### src/rtl/seg7_roll_reader.sv
// seg7_roll_reader: watches a 7-segment bus driven by a remote die, debounces
// it, decodes each newly settled pattern to a digit and strobes a pulse.
//
// Build option: define SEG7_READER_CHECK_EN to include the xorshift32 roll
// checker (model, snapshot, search FSM and match/mismatch counters). Without
// it, busy and both counters are tied to zero and only decode remains.
//
// Output strobes: digit_valid and invalid_pulse are single-cycle, registered
// valid-only strobes with no ready/back-pressure; a consumer must sample them
// every cycle. digit is updated in the same cycle digit_valid is high and then
// holds until the next valid accept.
module seg7_roll_reader #(
    parameter int STABLE_CYCLES = 16,
    parameter int SKIP_MAX      = 8
) (
    input  logic       clk,
    input  logic       reset,
    input  logic [6:0] segments,
    input  logic [5:0] seed,
    output logic [3:0] digit,
    output logic       digit_valid,
    output logic       invalid_pulse,
    output logic       busy,
    output logic [7:0] match_count,
    output logic [7:0] mismatch_count
);

    localparam logic [7:0] STABLE_MAX = 8'(STABLE_CYCLES);
    localparam logic [7:0] STABLE_PRE = 8'(STABLE_CYCLES - 1);
    localparam logic [6:0] SEG_ZERO   = 7'h3F;

    // Input path and decode state
    logic [6:0] meta_q, meta_d;
    logic [6:0] sync_q, sync_d;
    logic [6:0] prev_q, prev_d;
    logic [6:0] last_q, last_d;
    logic [7:0] stable_cnt_q, stable_cnt_d;
    logic [3:0] digit_q, digit_d;
    logic       digit_valid_q, digit_valid_d;
    logic       invalid_pulse_q, invalid_pulse_d;

    logic       accept;
    logic       valid_accept;
    logic       dec_ok;
    logic [3:0] dec_digit;

    // Map the settled pattern back to a digit; anything unlisted is invalid
    always_comb begin
        dec_ok    = 1'b1;
        dec_digit = 4'd0;
        case (sync_q)
            7'h3F:   dec_digit = 4'd0;
            7'h06:   dec_digit = 4'd1;
            7'h5B:   dec_digit = 4'd2;
            7'h4F:   dec_digit = 4'd3;
            7'h66:   dec_digit = 4'd4;
            7'h6D:   dec_digit = 4'd5;
            7'h7C:   dec_digit = 4'd6;
            7'h07:   dec_digit = 4'd7;
            7'h7F:   dec_digit = 4'd8;
            7'h67:   dec_digit = 4'd9;
            default: dec_ok    = 1'b0;
        endcase
    end

    // Synchroniser shift, stability counter and accept decision
    always_comb begin
        meta_d = segments;
        sync_d = meta_q;
        prev_d = sync_q;

        if (sync_q != prev_q) begin
            stable_cnt_d = 8'd0;
        end else if (stable_cnt_q != STABLE_MAX) begin
            stable_cnt_d = stable_cnt_q + 8'd1;
        end else begin
            stable_cnt_d = stable_cnt_q;
        end

        // Accept fires only on the cycle the counter reaches its limit, so a
        // pattern that simply stays put is never reported twice.
        accept       = (sync_q == prev_q) && (stable_cnt_q == STABLE_PRE) &&
                       (sync_q != last_q);
        valid_accept = accept && dec_ok;

        last_d          = accept ? sync_q : last_q;
        digit_d         = valid_accept ? dec_digit : digit_q;
        digit_valid_d   = valid_accept;
        invalid_pulse_d = accept && !dec_ok;
    end

    // Register input path and decoded outputs
    always_ff @(posedge clk) begin
        if (reset) begin
            meta_q          <= SEG_ZERO;
            sync_q          <= SEG_ZERO;
            prev_q          <= SEG_ZERO;
            last_q          <= SEG_ZERO;
            stable_cnt_q    <= 8'd0;
            digit_q         <= 4'd0;
            digit_valid_q   <= 1'b0;
            invalid_pulse_q <= 1'b0;
        end else begin
            meta_q          <= meta_d;
            sync_q          <= sync_d;
            prev_q          <= prev_d;
            last_q          <= last_d;
            stable_cnt_q    <= stable_cnt_d;
            digit_q         <= digit_d;
            digit_valid_q   <= digit_valid_d;
            invalid_pulse_q <= invalid_pulse_d;
        end
    end

    assign digit         = digit_q;
    assign digit_valid   = digit_valid_q;
    assign invalid_pulse = invalid_pulse_q;

`ifdef SEG7_READER_CHECK_EN

    localparam logic [7:0] SKIP_LAST = 8'(SKIP_MAX - 1);

    typedef enum logic [0:0] {
        CHK_IDLE   = 1'b0,
        CHK_SEARCH = 1'b1
    } chk_state_e;

    chk_state_e  chk_state_q, chk_state_d;
    logic [31:0] model_q, model_d;
    logic [31:0] snap_q, snap_d;
    logic [31:0] model_step;
    logic [7:0]  step_q, step_d;
    logic [3:0]  target_q, target_d;
    logic [7:0]  match_q, match_d;
    logic [7:0]  mis_q, mis_d;
    logic        busy_q, busy_d;

    // One xorshift32 step, identical to the transmitter's generator
    function automatic logic [31:0] xs32(input logic [31:0] x);
        logic [31:0] t;
        t = x ^ (x << 13);
        t = t ^ (t >> 17);
        t = t ^ (t << 5);
        return t;
    endfunction

    // Candidate next model value examined in the current search step
    always_comb begin
        model_step = xs32(model_q);
    end

    // Search for the received digit within SKIP_MAX steps of the model,
    // tolerating rolls the transmitter repeated (invisible on the bus).
    always_comb begin
        chk_state_d = chk_state_q;
        model_d     = model_q;
        snap_d      = snap_q;
        step_d      = step_q;
        target_d    = target_q;
        match_d     = match_q;
        mis_d       = mis_q;

        case (chk_state_q)
            CHK_IDLE: begin
                if (valid_accept) begin
                    snap_d      = model_q;
                    step_d      = 8'd0;
                    target_d    = dec_digit;
                    chk_state_d = CHK_SEARCH;
                end
            end
            CHK_SEARCH: begin
                model_d = model_step;
                step_d  = step_q + 8'd1;
                if ((model_step[2:0] == target_q[2:0]) && (target_q <= 4'd7)) begin
                    if (match_q != 8'hFF) begin
                        match_d = match_q + 8'd1;
                    end
                    chk_state_d = CHK_IDLE;
                end else if (step_q == SKIP_LAST) begin
                    if (mis_q != 8'hFF) begin
                        mis_d = mis_q + 8'd1;
                    end
                    // A failed search must not desynchronise later rolls.
                    model_d     = snap_q;
                    chk_state_d = CHK_IDLE;
                end
            end
            default: chk_state_d = CHK_IDLE;
        endcase

        busy_d = (chk_state_d == CHK_SEARCH);
    end

    // Register checker state; the seed is reloaded for as long as reset is held
    always_ff @(posedge clk) begin
        if (reset) begin
            chk_state_q <= CHK_IDLE;
            model_q     <= {26'b0, seed};
            snap_q      <= {26'b0, seed};
            step_q      <= 8'd0;
            target_q    <= 4'd0;
            match_q     <= 8'd0;
            mis_q       <= 8'd0;
            busy_q      <= 1'b0;
        end else begin
            chk_state_q <= chk_state_d;
            model_q     <= model_d;
            snap_q      <= snap_d;
            step_q      <= step_d;
            target_q    <= target_d;
            match_q     <= match_d;
            mis_q       <= mis_d;
            busy_q      <= busy_d;
        end
    end

    assign busy           = busy_q;
    assign match_count    = match_q;
    assign mismatch_count = mis_q;

`else

    // Checker absent: seed has no consumer and the status outputs are constant.
    logic unused_seed;
    assign unused_seed    = ^seed;
    assign busy           = 1'b0;
    assign match_count    = 8'd0;
    assign mismatch_count = 8'd0;

`endif

endmodule

### config.mk
export PLATFORM = sky130hd
export DESIGN_NAME = seg7_roll_reader
export DESIGN_NICKNAME = d
export VERILOG_FILES = /design/src/rtl/seg7_roll_reader.sv
export SDC_FILE = /design/constraint.sdc
export NUM_CORES = 1
export LEC_CHECK = 0
export CAP_MARGIN = 20
export CORE_AREA = 4 4 76 78
export DETAILED_ROUTE_END_ITERATION = 12
export DIE_AREA = 0 0 80 82
export GPL_ROUTABILITY_DRIVEN = 1
export MAX_ROUTING_LAYER = met4
export PLACE_DENSITY = 0.73
export SLEW_MARGIN = 30
export SYNTH_ARGS = -nofsm -noshare
export SYNTH_HDL_FRONTEND = slang
export SYNTH_SLANG_ARGS = --single-unit
### constraint.sdc
create_clock -name clk -period 5.4 [get_ports clk]
set_input_delay 0.81 -clock clk [delete_from_list [all_inputs] [get_ports clk]]
set_output_delay 0.81 -clock clk [all_outputs]
set_load 0.01 [all_outputs]
==> results of run 1 <==
state kept, by name, indices dropped and copies added, names as in the netlist:
signal and cells:
digit 4, digit_valid 1, invalid_pulse 1, last_q 7, meta_q 7, prev_d 7
prev_q 7, stable_cnt_q 8
critical path: stages (launching register included):
cell and delay (ns):
dfxtp_1 0.68, xor2_1 0.15, nor4_2 0.38, and3_1 0.40, nand2_1 0.12, o32ai_1 0.29
worst min-delay path by stage:
stage / from / endpoint / depth (start not counted) / slack, ns
finish: meta_q[3]$_SDFF_PP1_ / prev_d[3]$_SDFF_PP1_ / 1 / 0.41
global route: meta_q[3]$_SDFF_PP1_ / prev_d[3]$_SDFF_PP1_ / 1 / 0.43
CTS: meta_q[3]$_SDFF_PP1_ / prev_d[3]$_SDFF_PP1_ / 1 / 0.42
detailed placement: meta_q[3]$_SDFF_PP1_ / prev_d[3]$_SDFF_PP1_ / 1 / 0.39
global placement: meta_q[0]$_SDFF_PP1_ / prev_d[0]$_SDFF_PP1_ / 1 / 0.39
floorplan: meta_q[0]$_SDFF_PP1_ / prev_d[0]$_SDFF_PP1_ / 1 / 0.39
per-layer routing:
layer  part of all wire  GRT usage  up-vias
li1                   -          -      726
met5                  0          -        -
met4              0.015     0.0439        0
met2               0.47      0.185       47
met1               0.44      0.133      646
met3              0.072     0.0461        6
kinds of logic after synthesis:
kind of cell    count (synthesis)  synth area share
compound gates                 19            0.0609
xor+xnor                       24             0.104
fa+ha+maj                       2            0.0124
buf+inv                        34             0.113
flops                          42             0.418
mux                             2           0.00995
other cells                     1           0.00186
simple gates                   98             0.280
report_power, final:
part	switching, W	internal (W)
Sequential	0.0000105	0.000317
Combinational	0.0000270	0.0000217
Clock	0.000118	0.0000924
cell usage in the layout (no fill, tap or decap), types with 2 or more instances in the layout:
| master | synthesis | final |
|---|---|---|
| o21a_1 | 2 | 2 |
| nor3b_1 | 2 | 2 |
| nor2b_1 | 4 | 4 |
| dfxtp_1 | 42 | 42 |
| clkbuf_8 | 0 | 5 |
| mux2i_1 | 2 | 2 |
| xor2_1 | 15 | 15 |
| nand3_1 | 23 | 23 |
| or2_2 | 18 | 18 |
| clkdlybuf4s50_1 | 0 | 14 |
| ha_1 | 2 | 2 |
| conb_1 | 1 | 17 |
| nand2_1 | 14 | 14 |
| nor2_1 | 13 | 13 |
| or3_1 | 2 | 2 |
| a21oi_1 | 3 | 3 |
| inv_1 | 3 | 3 |
| clkinvlp_4 | 0 | 2 |
| o21ai_1 | 2 | 2 |
| a31oi_1 | 2 | 2 |
| and4bb_1 | 2 | 2 |
| o21ai_0 | 6 | 6 |
| nor3_1 | 6 | 6 |
| nand4_1 | 2 | 2 |
| xnor2_1 | 9 | 9 |
| nand4bb_1 | 3 | 3 |
| o32ai_1 | 2 | 2 |
through the flow:
stage	hold WS, ns	total power (W)	std cells	setup WS [ns]
2_1_floorplan	0.389	0.000381	238	3.67
3_3_place_gp	0.391	0.000382	292	3.28
3_5_place_dp	0.395	0.000383	292	3.27
4_1_cts	0.417	0.000593	300	3.28
5_1_grt	0.435	0.000614	300	3.08
6_report	0.415	0.000586	300	3.29
area by class of cell:
class	instances	area (um2)
clock inverter	3	23.8
fill	515	2890
multi-input combinational	162	1000
inverter	3	11.3
clock buffer	5	68.8
timing repair buffer	15	148
tap	70	87.6
sequential	42	841
==> results.cfg, run 1 <==
[die]
row_count = 26
die_w_um = 80
core_area_mm2 = 0.00507
dieArea_mm2 = 0.00656
ioPinCount = 38
initial_core_util = 0.396
die_y_um = 82

[global_route]
grt-ovfl-total = 0
grt_pass1_wl_mm = 5.74
grt_pass1_vias = 1282
track_usage = 0.116
antenna_found_initial = 0
grt_max_degree = 28

[worst_setup_path]
cp-start-kind = flip-flop
endpoint_kind = flip-flop
crit_type = reg -> reg
rr_endpoint = digit[3]$_SDFFE_PP0P_
crit_start = prev_d[4]$_SDFF_PP1_
crit_fanout = 14
crit_path_end = digit[3]$_SDFFE_PP0P_
crit_required_ns = 5.61
reg2reg_slack_ns = 3.29
rr_worst_depth = 5
rr_startpoint = prev_d[4]$_SDFF_PP1_
crit_arrival_ns = 2.33

[sta]
timing.final.crit_share = 0.392
relSlewSlack = 0.603
rsz0062_at_grt = false
setup_tns_ns = 0
drv_slew = 0
period_needed_ns = 2.11
clock_skew_ns = 0.00841
fmax_mhz = 473
setup_viol = 0
hold_viol_final = 0
worst_pin_slew_ns = 0.595

[finish]
post-route-util = 0.430
final_area_mm2 = 0.00218
syn2layout_area_growth_pct = 8.58
drive_gt1_frac = 0.135
final_nets = 246
antenna_cells = 0

[detailed_routing]
drt_iter0_markers = 38
vias_per_cell = 4.75
drc_errors = 0
drtAntennaViolNets = 0
via_count = 1425
routedWlPerCell_um = 11.2
routed_wl_mm = 3.36
firstDrtPassIters = 4

[synth]
syn-mean-instance-area_um2 = 9.06
ys_ff_latch = 42
synth_common_cells = dfxtp_1, nand3_1, buf_4
netlist_area_mm2 = 0.00201
synth_area_leaders = dfxtp_1, buf_4, xor2_1, nand3_1, or2_2
synth_top_area_share = 0.418
synth_enable_flop_cells = 0
yosysUniqueCellTypes = 39
yosysWarnings = 0
ys_async_sr_fraction = 0
yosysTopAreaCell = dfxtp_1
synth_most_common_cell = dfxtp_1
synth-main-ff-cell = dfxtp_1
syn_inst = 222
ys_seq_area_frac = 0.418

[cts]
hold_buffers = 0
cts_tree = done
cts-root-buf = clkbuf_8
numCtsBuffers = 5
clock_path_buffers = 2
clk_latency_ns = 0.31
cts_resized = 0
path_clk_slew_ns = 0.08
clock-sinks = 42
postCtsSetupRepairBufs = 0
htree_levels = 2

[power]
power_density_mw_per_mm2 = 268
peakVddDrop_mv = 0.165
p_leak_nw = 0.784

[worst_hold_path]
holdCritPathClass = reg -> reg

[run_status]
status = finished clean

[placed_design]
port_buffers = 14
dpl_cell_area_mm2 = 0.00209
gp_congestion = 0.788
place_hpwl_mm = 2.29

[job]
drv_cap = 0
Note: power is estimated with default switching activity, not from simulation.
==> inputs of run 2 (changes only) <==
==> constraint.sdc (replaced) <==
create_clock -name clk -period 2 [get_ports clk]
set_input_delay 0.3 -clock clk [delete_from_list [all_inputs] [get_ports clk]]
set_output_delay 0.3 -clock clk [all_outputs]
set_load 0.01 [all_outputs]
==> results.cfg, run 2 (synthesis gave the netlist of run 1 again) <==
[placed_design]
port_buffers = 14
place_hpwl_mm = 2.48
dpl_cell_area_mm2 = 0.00218
dp_slack_ns = 0.133
dpl.cell_count = 304
gp_congestion = 0.830

[finish]
regMostFlops = stable_cnt_q
final_nets = 258
final_area_mm2 = 0.00229
num-fill-cells = 517
stdcell_count = 312
layout_common_cells = dfxtp_1, nand3_1, or2_2, conb_1, xor2_1
antenna_cells = 0
largest_register_ffs = 8
final_common_cell = dfxtp_1
syn2layout_area_growth_pct = 13.9
drive_gt1_frac = 0.194

[detailed_routing]
routed_wl_mm = 3.49
via_count = 1454
routedWlPerCell_um = 11.2
vias_per_cell = 4.66
drtAntennaViolNets = 0
firstDrtPassIters = 4
drc_errors = 0
drt_iter0_markers = 75

[cts]
cts-root-buf = clkbuf_8
clock_path_buffers = 2
htree_levels = 2
clk_latency_ns = 0.29
postCtsSetupRepairBufs = 0
clock-sinks = 42
numCtsBuffers = 5
path_clk_slew_ns = 0.09
hold_buffers = 0
cts_resized = 0
cts_tree = done

[worst_setup_path]
rr_startpoint = prev_d[6]$_SDFF_PP0_
crit_required_ns = 2.16
rr_endpoint = last_q[0]$_SDFFE_PP1P_
slowest_stage = dfxtp_1
reg2reg_slack_ns = 0.17
endpoint_kind = flip-flop
crit_start = prev_d[6]$_SDFF_PP0_
crit_chain = xor2_1 > nor3_1 > nand3_2 > buf_4 > o21ai_0 > nand3_1
crit_arrival_ns = 1.99
cp-start-kind = flip-flop
crit_type = reg -> reg
rr_worst_depth = 6
critPathMaxStageDelay_ns = 0.60
crit_fanout = 12

[sta]
timing.final.crit_share = 0.913
hold_viol_final = 0
period_needed_ns = 1.83
fin_ws_ns = 0.175
holdWs_ns = 0.413
rsz0062_at_grt = false
clock_skew_ns = 0.00644
fmax_mhz = 548
drv_slew = 0
setup_tns_ns = 0
setup_viol = 0

[power]
power_density_mw_per_mm2 = 698
p_leak_nw = 0.846
peakVddDrop_mv = 0.604

[worst_hold_path]
hold_path_depth = 1
holdCritPathClass = reg -> reg
min-delay-start = meta_q[2]$_SDFF_PP1_
min_to = prev_d[2]$_SDFF_PP1_

[die]
initial_core_util = 0.396
die_w_um = 80
core_area_mm2 = 0.00507
row_count = 26
dieArea_mm2 = 0.00656
die_y_um = 82
ioPinCount = 38

[job]
drv_cap = 0

[global_route]
grt_pass1_vias = 1275
grt_pass1_wl_mm = 5.89
antenna_found_initial = 0
grt_max_degree = 23
track_usage = 0.118
grt-ovfl-total = 0

[run_status]
status = finished clean
run 2: changes by cell type in the layout (fill, tap and decap cells not counted), sizes merged:
cell      delta
buf         +12
clkinv       +1
clkinvlp     -1
run 2: cell type report:
class	count	area [um2]	share of cell area
clock buffer	5	68.8	0.0300
multi-input combinational	162	1020	0.444
inverter	3	11.3	0.00491
timing repair buffer	27	238	0.104
clock inverter	3	25.0	0.0109
sequential	42	843	0.368
tap	70	87.6	0.0382
run 2: how the worst max path moves through the flow:
stage	to	cells past startpoint	slack [ns]
3_3_place_gp	digit[2]$_SDFFE_PP0P_	5	0.18
3_5_place_dp	digit[2]$_SDFFE_PP0P_	5	0.13
2_1_floorplan	digit[2]$_SDFFE_PP0P_	6	0.27
4_1_cts	digit[2]$_SDFFE_PP0P_	5	0.13
5_1_grt	last_q[4]$_SDFFE_PP1P_	6	0.02
6_report	last_q[0]$_SDFFE_PP1P_	6	0.17
run 2: report_power, final:
group | internal [W] | total [W] | switching [W] | leakage, nW
Clock | 0.000252 | 0.000566 | 0.000314 | 0.0447
Sequential | 0.000855 | 0.000875 | 0.0000202 | 0.342
Combinational | 0.0000729 | 0.000159 | 0.0000857 | 0.459
Total | 0.00118 | 0.00160 | 0.000420 | 0.846
run 2: metal layers:
layer  global-route usage  vias to the layer above  share of wire
li1                     -                      746              -
met1                0.147                      670           0.47
met2                0.183                       33           0.46
met3               0.0296                        5          0.049
met4               0.0507                        0          0.017
met5                    -                        -              0
run 2: worst max-delay path, delay by kind of cell (launching register included):
| family | cells | cell delay, ns |
|---|---|---|
| buffers and inverters | 1 | 0.21 |
| AND/OR/NAND/NOR | 3 | 0.60 |
| flip-flops | 1 | 0.60 |
| XOR/XNOR | 1 | 0.12 |
| AO/OA/AOI/OAI | 1 | 0.17 |
run 2: stage by stage:
step	power, W	util
6_report	0.00160	0.452
5_1_grt	0.00167	0.452
4_1_cts	0.00161	0.448
3_5_place_dp	0.00105	0.430
3_3_place_gp	0.00105	0.430
2_1_floorplan	0.00103	-
